File: src/rtl/mem_port_arbiter.sv
// mem_port_arbiter
//   Shares one single-port, fixed-latency memory between the instruction-fetch
//   port (read only) and the data port (load/store). Grants at most one access
//   per cycle with round-robin tie-breaking, tracks the in-flight read through
//   the memory latency, routes the returned word to its owner and counts
//   contention cycles.
//
// Parameters
//   LAT  memory read latency (mem_en cycle -> valid mem_rdata), 1..4
//   MAW  memory word-address width
//   CW   contention counter width
//
// Ports
//   clk, rst                    clock, synchronous active-high reset
//   if_req/if_addr              fetch request, held until if_gnt
//   if_gnt/if_rvalid/if_rdata   fetch grant, read-data valid, read data
//   d_req/d_we/d_addr/d_wdata   data request, held until d_gnt
//   d_gnt/d_rvalid/d_rdata      data grant, read-data valid, read data
//   mem_en/mem_we/mem_addr/
//   mem_wdata/mem_rdata         memory array interface
//   conflict_cnt                saturating count of contended eligible cycles
module mem_port_arbiter #(
  parameter int LAT = 2,
  parameter int MAW = 10,
  parameter int CW  = 16
) (
  input  logic           clk,
  input  logic           rst,
  input  logic           if_req,
  input  logic [31:0]    if_addr,
  output logic           if_gnt,
  output logic           if_rvalid,
  output logic [31:0]    if_rdata,
  input  logic           d_req,
  input  logic           d_we,
  input  logic [31:0]    d_addr,
  input  logic [31:0]    d_wdata,
  output logic           d_gnt,
  output logic           d_rvalid,
  output logic [31:0]    d_rdata,
  output logic           mem_en,
  output logic           mem_we,
  output logic [MAW-1:0] mem_addr,
  output logic [31:0]    mem_wdata,
  input  logic [31:0]    mem_rdata,
  output logic [CW-1:0]  conflict_cnt
);

  typedef enum logic { S_IDLE, S_WAIT } state_e;
  typedef enum logic { P_IF, P_D } port_e;

  state_e      state;
  logic [1:0]  lat_cnt;
  port_e       owner;
  port_e       last_gnt;
  logic [31:0] if_rdata_q;
  logic [31:0] d_rdata_q;

  logic  eligible;
  logic  ret_cycle;
  logic  grant;
  logic  grant_rd;
  port_e win;

  // Byte-offset bits and bits above the memory range are deliberately dropped.
  logic unused_addr_bits;
  assign unused_addr_bits = ^{if_addr[31:MAW+2], if_addr[1:0],
                              d_addr[31:MAW+2], d_addr[1:0]};

  // NOTE: every always_comb output gets a default first, so no path can leave
  // a signal unassigned and infer a latch.
  always_comb begin
    ret_cycle = !rst && (state == S_WAIT) && (lat_cnt == 2'd0);
    // A new access may issue while idle or in the cycle the read data returns,
    // so back-to-back reads overlap grant and return.
    eligible  = !rst && ((state == S_IDLE) || ret_cycle);

    // Lone requester wins; a tie goes to the port that was not granted last.
    win = P_IF;
    if (d_req && (!if_req || (last_gnt == P_IF))) win = P_D;

    grant    = eligible && (if_req || d_req);
    grant_rd = grant && ((win == P_IF) || !d_we);

    if_gnt    = grant && (win == P_IF);
    d_gnt     = grant && (win == P_D);
    mem_en    = grant;
    mem_we    = d_gnt && d_we;
    mem_addr  = (win == P_D) ? d_addr[MAW+1:2] : if_addr[MAW+1:2];
    mem_wdata = d_gnt ? d_wdata : 32'h0;

    if_rvalid = ret_cycle && (owner == P_IF);
    d_rvalid  = ret_cycle && (owner == P_D);
    // Returned word passes straight through; otherwise the last one is held.
    if_rdata  = if_rvalid ? mem_rdata : if_rdata_q;
    d_rdata   = d_rvalid  ? mem_rdata : d_rdata_q;
  end

  // NOTE: sequential state uses non-blocking assignments only, so every
  // register samples pre-edge values regardless of statement order.
  always_ff @(posedge clk) begin
    if (rst) begin
      state        <= S_IDLE;
      lat_cnt      <= 2'd0;
      owner        <= P_IF;
      last_gnt     <= P_IF;
      conflict_cnt <= '0;
      if_rdata_q   <= 32'h0;
      d_rdata_q    <= 32'h0;
    end else begin
      if (grant) last_gnt <= win;

      if (eligible && if_req && d_req && (conflict_cnt != {CW{1'b1}}))
        conflict_cnt <= conflict_cnt + 1'b1;

      if (if_rvalid) if_rdata_q <= mem_rdata;
      if (d_rvalid)  d_rdata_q  <= mem_rdata;

      if (grant_rd) begin
        owner   <= win;
        lat_cnt <= 2'(LAT - 1);
        state   <= S_WAIT;
      end else if (state == S_WAIT) begin
        if (lat_cnt == 2'd0) state   <= S_IDLE;
        else                 lat_cnt <= lat_cnt - 2'd1;
      end
    end
  end

endmodule

File: config.mk
export PLATFORM = sky130hd
export DESIGN_NAME = mem_port_arbiter
export DESIGN_NICKNAME = d
export VERILOG_FILES = /design/src/rtl/mem_port_arbiter.sv
export SDC_FILE = /design/constraint.sdc
export NUM_CORES = 1
export LEC_CHECK = 0
export ABC_AREA = 1
export CAP_MARGIN = 40
export CORE_ASPECT_RATIO = 0.75
export CORE_MARGIN = 3
export CORE_UTILIZATION = 42
export CTS_CLUSTER_DIAMETER = 100
export DETAILED_ROUTE_END_ITERATION = 10
export PLACE_DENSITY_LB_ADDON = 0.08
export REMOVE_ABC_BUFFERS = 1
export SETUP_SLACK_MARGIN = 0.2
export SLEW_MARGIN = 20
export SYNTH_ARGS = -nofsm -noshare
export SYNTH_HDL_FRONTEND = slang
export SYNTH_SLANG_ARGS = --single-unit
File: constraint.sdc
create_clock -name clk -period 4.7 [get_ports clk]
set_clock_uncertainty 0.2 [all_clocks]
set_input_delay 0.94 -clock clk [delete_from_list [all_inputs] [get_ports clk]]
set_output_delay 0.94 -clock clk [all_outputs]
set_load 0.1 [all_outputs]
==> results.json, run 1 <==
{
  "synth.area.top_cells": "dfxtp_1, inv_1, or2_2",
  "grt_pass1_vias": 4858,
  "min_from": "last_gnt",
  "cp_data_arrival_time_ns": 2.82,
  "crit_path_max_fanout": 34,
  "detailed_place_hpwl_microns": 10670,
  "r2r_start": "conflict_cnt[0]",
  "drt-total-wl_microns": 13850,
  "yosysTopAreaCell": "dfxtp_1",
  "min_to": "last_gnt",
  "cts.repair.resized": 0,
  "initialDrtViolationCount": 259,
  "area_growth_pct": 75.40,
  "synth_top_cell_area_share_pct": 36.85,
  "initial_core_util_pct": 44.02,
  "synth_warnings": 0,
  "period_share_pct": 84.17,
  "synthAdderAreaFrac_pct": 0.5419,
  "syn_inst": 678,
  "cts-buffers-inserted": 9,
  "die_y_microns": 96.81,
  "drv_cap": 0,
  "r2r_cells": 9,
  "rsz0062_at_grt": "false",
  "boundaryPins": 261,
  "end_kind": "primary output",
  "start_kind": "input pin",
  "synth_compound_area_share_pct": 15.90,
  "peakVddDrop_mv": 0.1745,
  "grt_remaining_overflow": 0,
  "wl_met1_microns": 5368,
  "die-area_sq_um": 12300,
  "routedWlPerCell_microns": 13.42,
  "pwr_density_cell_nw_per_um2": 276.1,
  "yosysSeqAreaShare_pct": 36.85,
  "drcViolationCount": 0,
  "synth_area_sq_um": 4618,
  "final_max_slew_viol_count": 0,
  "fin_crit_ns": 3.956,
  "track_usage_pct": 22.55,
  "ant_nets": 0,
  "p_leak_uw": 0.003949,
  "dr_wl_met3_microns": 1118,
  "insertion_delay_ns": 0.33,
  "io_buffers": 216,
  "cts_tree": "built",
  "clkTransAtPathRegs_ns": 0.06,
  "clock_sinks": 85,
  "required_ns": 3.56,
  "place_congestion": 0.9011,
  "synth_top_family_by_area": "simple AND/OR/NAND/NOR gates",
  "syn_area_per_cell_sq_um": 6.811,
  "htreeDepth": 3,
  "row_count": 32,
  "grt_max_degree": 98,
  "vias": 4852,
  "setup_tns_ns": 0,
  "postCtsSetupRepairBufs": 0,
  "synth-xor-area-share_pct": 1.138,
  "holdBufCountCts": 0,
  "core_area_sq_um": 10490,
  "max_slew.worst_pin.slew_ns": 0.6365,
  "achievable-frequency_mhz": 252.8,
  "cts_buffer_depth": 2,
  "diodes": 0,
  "drive_gt1_share_pct": 31.14,
  "fin_area_sq_um": 8100,
  "hold_violations": 0,
  "root_buffer": "clkbuf_16",
  "antenna_found_initial": 0,
  "status": "completed",
  "dpl-instance-area_sq_um": 7821,
  "synth-simple-area-share_pct": 28.83,
  "hold_slack_ns": 0.2723,
  "worstHoldPathCells": 2,
  "die_w_microns": 127.1,
  "slew_headroom_pct": 57.50,
  "firstDrtPassIters": 4,
  "critical_path_class": "in -> out",
  "hold_path_class": "reg -> reg",
  "synth-seq-cells": 85,
  "grt_pass1_wl_microns": 22760,
  "fin_nets": 1028,
  "viasPerCell": 4.702,
  "highest_layer": "met4",
  "wl_met2_microns": 7185,
  "r2r_slack_ns": 2.68,
  "setup_viol": 0,
  "synth.area.mux_share_pct": 0,
  "synth_cell_types": 34,
  "timing.rr.end": "conflict_cnt[9]"
}
[routing by layer]
metal / global-route usage, % / vias up
met2: 40.33 / 154
met4: 6.018 / 0
met3: 7.837 / 14
li1: - / 2471
met1: 25.39 / 2213
met5: 0 / -
[power by group]
group	switching [uW]	internal (uW)	total (uW)
Sequential	7.26	740	747
Clock	274	403	677
Combinational	542	270	812
[how the worst max path moves through the flow]
stage / startpoint / to / slack [ns] / cells after the start
3_5_place_dp: if_req / mem_wdata[17] / 0.72 / 7
5_1_grt: if_req / mem_wdata[15] / 0.56 / 7
2_1_floorplan: if_req / mem_wdata[0] / -0.93 / 5
6_report: if_req / mem_wdata[15] / 0.74 / 7
3_3_place_gp: if_req / mem_wdata[15] / 0.75 / 7
4_1_cts: if_req / mem_wdata[17] / 0.72 / 7
[metrics by stage]
step / power [uW] / std cells / setup WS [ns] / util [%]
final: 2237 / 1032 / 0.7439 / 77.22
after global routing: 2322 / 1032 / 0.5642 / 77.22
after CTS: 2259 / 1032 / 0.7219 / 77.22
after detailed placement: 1577 / 1018 / 0.7179 / 74.56
after global placement: 1560 / 1000 / 0.7459 / 71.89
after floorplan: 1261 / 645 / -0.9276 / -
[kinds of logic after synthesis]
family          count (synthesis)
fa+ha+maj                       2
buf+inv                       188
simple gates                  281
flops                          85
compound gates                116
xor+xnor                        6
[cell usage after synthesis (all sizes together)]
master / instances
inv: 152
nor3: 3
clkbuf: 9
dfxtp: 85
nand3b: 1
clkinv: 3
a211oi: 32
o21ai: 37
xor2: 4
buf: 24
a21oi: 47
or2: 64
xnor2: 2
nor2: 102
nand2: 92
nand3: 13
nand4: 6
ha: 2
[layout make-up]
cell class                 count  area [sq um]
fill                         757          2390
timing repair buffer         237          3218
tap                          136         170.2
clock buffer                   9         225.2
sequential                    85          1702
inverter                     155         588.1
clock inverter                 5         53.80
multi-input combinational    405          2143
[layout by cell type (no fill, tap or decap), drive strengths merged]
master         Yosys  final
inv              152    152
buf               24    134
clkdlybuf4s50      0    103
nor2             102    102
nand2             92     92
dfxtp             85     85
or2               64     64
a21oi             47     47
o21ai             37     37
a211oi            32     32
nand3             13     13
clkbuf             9      9
clkinv             3      7
nand4              6      6
xor2               4      4
nor3               3      3
xnor2              2      2
ha                 2      2
nand3b             1      1
bufinv             0      1
[state kept, by name, summed over array words and instances, names as in the netlist]
| name | count |
|---|---|
| conflict_cnt | 16 |
| d_rdata_q | 32 |
| if_rdata_q | 32 |
| last_gnt | 1 |
| lat_cnt | 2 |
| owner | 1 |
| state | 1 |
[worst max-delay path, cell delays in order]
cell and delay [ns]:
clkdlybuf4s50_1 0.58, nand2_1 0.08, nand2_1 0.29, nor2_1 0.13, inv_2 0.41, nor2_1 0.16, buf_12 0.20
No activity file was read; power rests on OpenSTA's default activity.
==> inputs of run 2 (changes only) <==
Settings changed: CORE_UTILIZATION 42 to 35.
Clock period 4.7 ns to 3.2 ns, I/O delays scaled along.
==> run 2 against run 1 <==
  * Via count down 0.74%
  * Largest cell class unchanged
  * Sequential power is 47% higher
  * Critical path depth is 2 higher
  * Worst hold slack better by 0.0084 ns
  * Non-clock buffer count is 4 lower
  * Final area grew 5.0%
  * Clock power grew 47%
  * Register-to-register slack worse by 1.4 ns
  * Combinational power grew 59%
  * Sequential share of layout area is 1.0 points lower
==> results.json, run 2 (synthesis gave the netlist of run 1 again) <==
{
  "slew_headroom_pct": 68.09,
  "final_max_slew_viol_count": 0,
  "drive_gt1_share_pct": 38.26,
  "fin_nets": 1024,
  "status": "completed",
  "die-area_sq_um": 14620,
  "start_kind": "flop",
  "clkTransAtPathRegs_ns": 0.06,
  "hold_path_class": "reg -> reg",
  "antenna_found_initial": 0,
  "htreeDepth": 3,
  "boundaryPins": 261,
  "fin_crit_ns": 2.923,
  "io_buffers": 216,
  "wl_met1_microns": 5884,
  "cts-buffers-inserted": 9,
  "cts_buffer_depth": 2,
  "fin_total_pwr_uw": 3383,
  "reg_top3": "d_rdata_q x32, if_rdata_q x32, conflict_cnt x16",
  "crit_chain": "inv_1 -> ha_1 -> nand3_2 -> nor2_4 -> buf_8 -> or2_1 -> inv_2 -> a21oi_1 -> buf_12",
  "place_congestion": 0.8526,
  "pwr_density_cell_nw_per_um2": 397.7,
  "grt_pass1_vias": 4707,
  "ant_nets": 0,
  "achievable-frequency_mhz": 342.1,
  "area_growth_pct": 84.20,
  "die_w_microns": 138.6,
  "drt-total-wl_microns": 14410,
  "viasPerCell": 4.543,
  "holdBufCountCts": 0,
  "firstDrtPassIters": 4,
  "nFillCells": 987,
  "routedWlPerCell_microns": 13.59,
  "highest_layer": "met4",
  "initialDrtViolationCount": 165,
  "vias": 4816,
  "end_kind": "primary output",
  "cts_tree": "built",
  "required_ns": 2.36,
  "grt_max_degree": 62,
  "hold_violations": 0,
  "diodes": 0,
  "core_area_sq_um": 12570,
  "cp_data_arrival_time_ns": 2.08,
  "die_y_microns": 105.5,
  "mostFrequentLayoutCells": "inv_1, buf_12, clkdlybuf4s50_1",
  "initial_core_util_pct": 36.74,
  "grt_pass1_wl_microns": 22910,
  "period_share_pct": 91.34,
  "final_common_cell": "inv_1",
  "max_slew.worst_pin.slew_ns": 0.4787,
  "drcViolationCount": 0,
  "p_leak_uw": 0.004019,
  "wl_met2_microns": 7162,
  "track_usage_pct": 19.17,
  "rsz0062_at_grt": "true",
  "critPathSlowestCell": "dfxtp_1",
  "fin_ws_ns": 0.2772,
  "crit_path_max_fanout": 24,
  "root_buffer": "clkbuf_16",
  "drv_cap": 0,
  "pre_cts_slack_ns": 0.2692,
  "crit_path_max_incr_delay_ns": 0.32,
  "insertion_delay_ns": 0.33,
  "detailed_place_hpwl_microns": 11100,
  "peakVddDrop_mv": 0.2638,
  "grt_remaining_overflow": 0,
  "clock_sinks": 85,
  "setup_viol": 0,
  "critical_path_class": "reg -> out",
  "dr_wl_met3_microns": 1190,
  "row_count": 35
}
run 2: cell types whose count changed in the layout (fill, tap and decap cells not counted), sizes merged:
| cell | change |
|---|---|
| buf | +11 |
| clkinvlp | +2 |
| bufinv | -1 |
| inv | +3 |
| clkinv | -4 |
| clkdlybuf4s50 | -16 |
| clkbuf | +3 |
run 2: final timing paths:
| check | from | end | slack [ns] | cells past startpoint |
|---|---|---|---|---|
| worst max-delay path | lat_cnt[0] | d_rdata[23] | 0.28 | 9 |
| worst min-delay path | last_gnt | last_gnt | 0.28 | 2 |
| worst max register to register | conflict_cnt[0] | conflict_cnt[7] | 1.25 | 9 |
| worst min register to register | last_gnt | last_gnt | 0.28 | 2 |
run 2: through the flow:
| stage | hold WS (ns) | TNS (ns) | util, % | std cells | area (sq um) |
|---|---|---|---|---|---|
| 3_3_place_gp | 0.2564 | 0 | 63.66 | 1040 | 8001 |
| 6_report | 0.2807 | 0 | 67.69 | 1060 | 8507 |
| 2_1_floorplan | 0.2435 | -122.78 | - | 645 | 4433 |
| 3_5_place_dp | 0.2744 | 0 | 63.82 | 1041 | 8021 |
| 5_1_grt | 0.3113 | 0 | 67.69 | 1060 | 8507 |
| 4_1_cts | 0.2838 | 0 | 66.13 | 1057 | 8312 |
run 2: area by class of cell:
cell class / count / area (sq um) / area share [%]
clock buffer: 11 / 242.7 / 2.853
clock inverter: 5 / 41.29 / 0.4854
inverter: 155 / 590.6 / 6.942
multi-input combinational: 405 / 2291 / 26.93
sequential: 85 / 1702 / 20.00
tap: 166 / 207.7 / 2.442
timing repair buffer: 233 / 3432 / 40.34
run 2: repair_timing:
action                                 4_1_cts  5_1_grt
gates cloned                                 0        1
setup endpoints to repair                    8       75
endpoints found under the hold margin        0        0
pin swaps                                    0        2
setup buffers                                0        2
resized for setup                            2       52
run 2: critical path, delay by kind of cell (launching register included):
family,cells,cell delay [ns]
simple gates,3,0.49
buf+inv,4,0.53
flops,1,0.32
fa+ha+maj,1,0.17
compound gates,1,0.23
run 2: layer usage:
metal	GRT usage (%)	vias to the layer above
met1	22.30	2172
met2	33.36	152
met4	4.609	0
met3	7.528	12
li1	-	2480
met5	0	-
run 2: where the power goes:
group | switching (uW) | internal (uW) | leakage (uW) | total, uW
Combinational | 823 | 469 | 0.00320 | 1290
Clock | 439 | 556 | 0.000133 | 994
Sequential | 10.4 | 1090 | 0.000688 | 1100
==> inputs of run 3 (changes only) <==
Settings changed: HOLD_SLACK_MARGIN from default to 0.1, SKIP_LAST_GASP from default to 1, SLEW_MARGIN 20 to 25.
==> results of run 3 <==
Same layout as run 2: the final DEF is identical, and so are final timing and power.
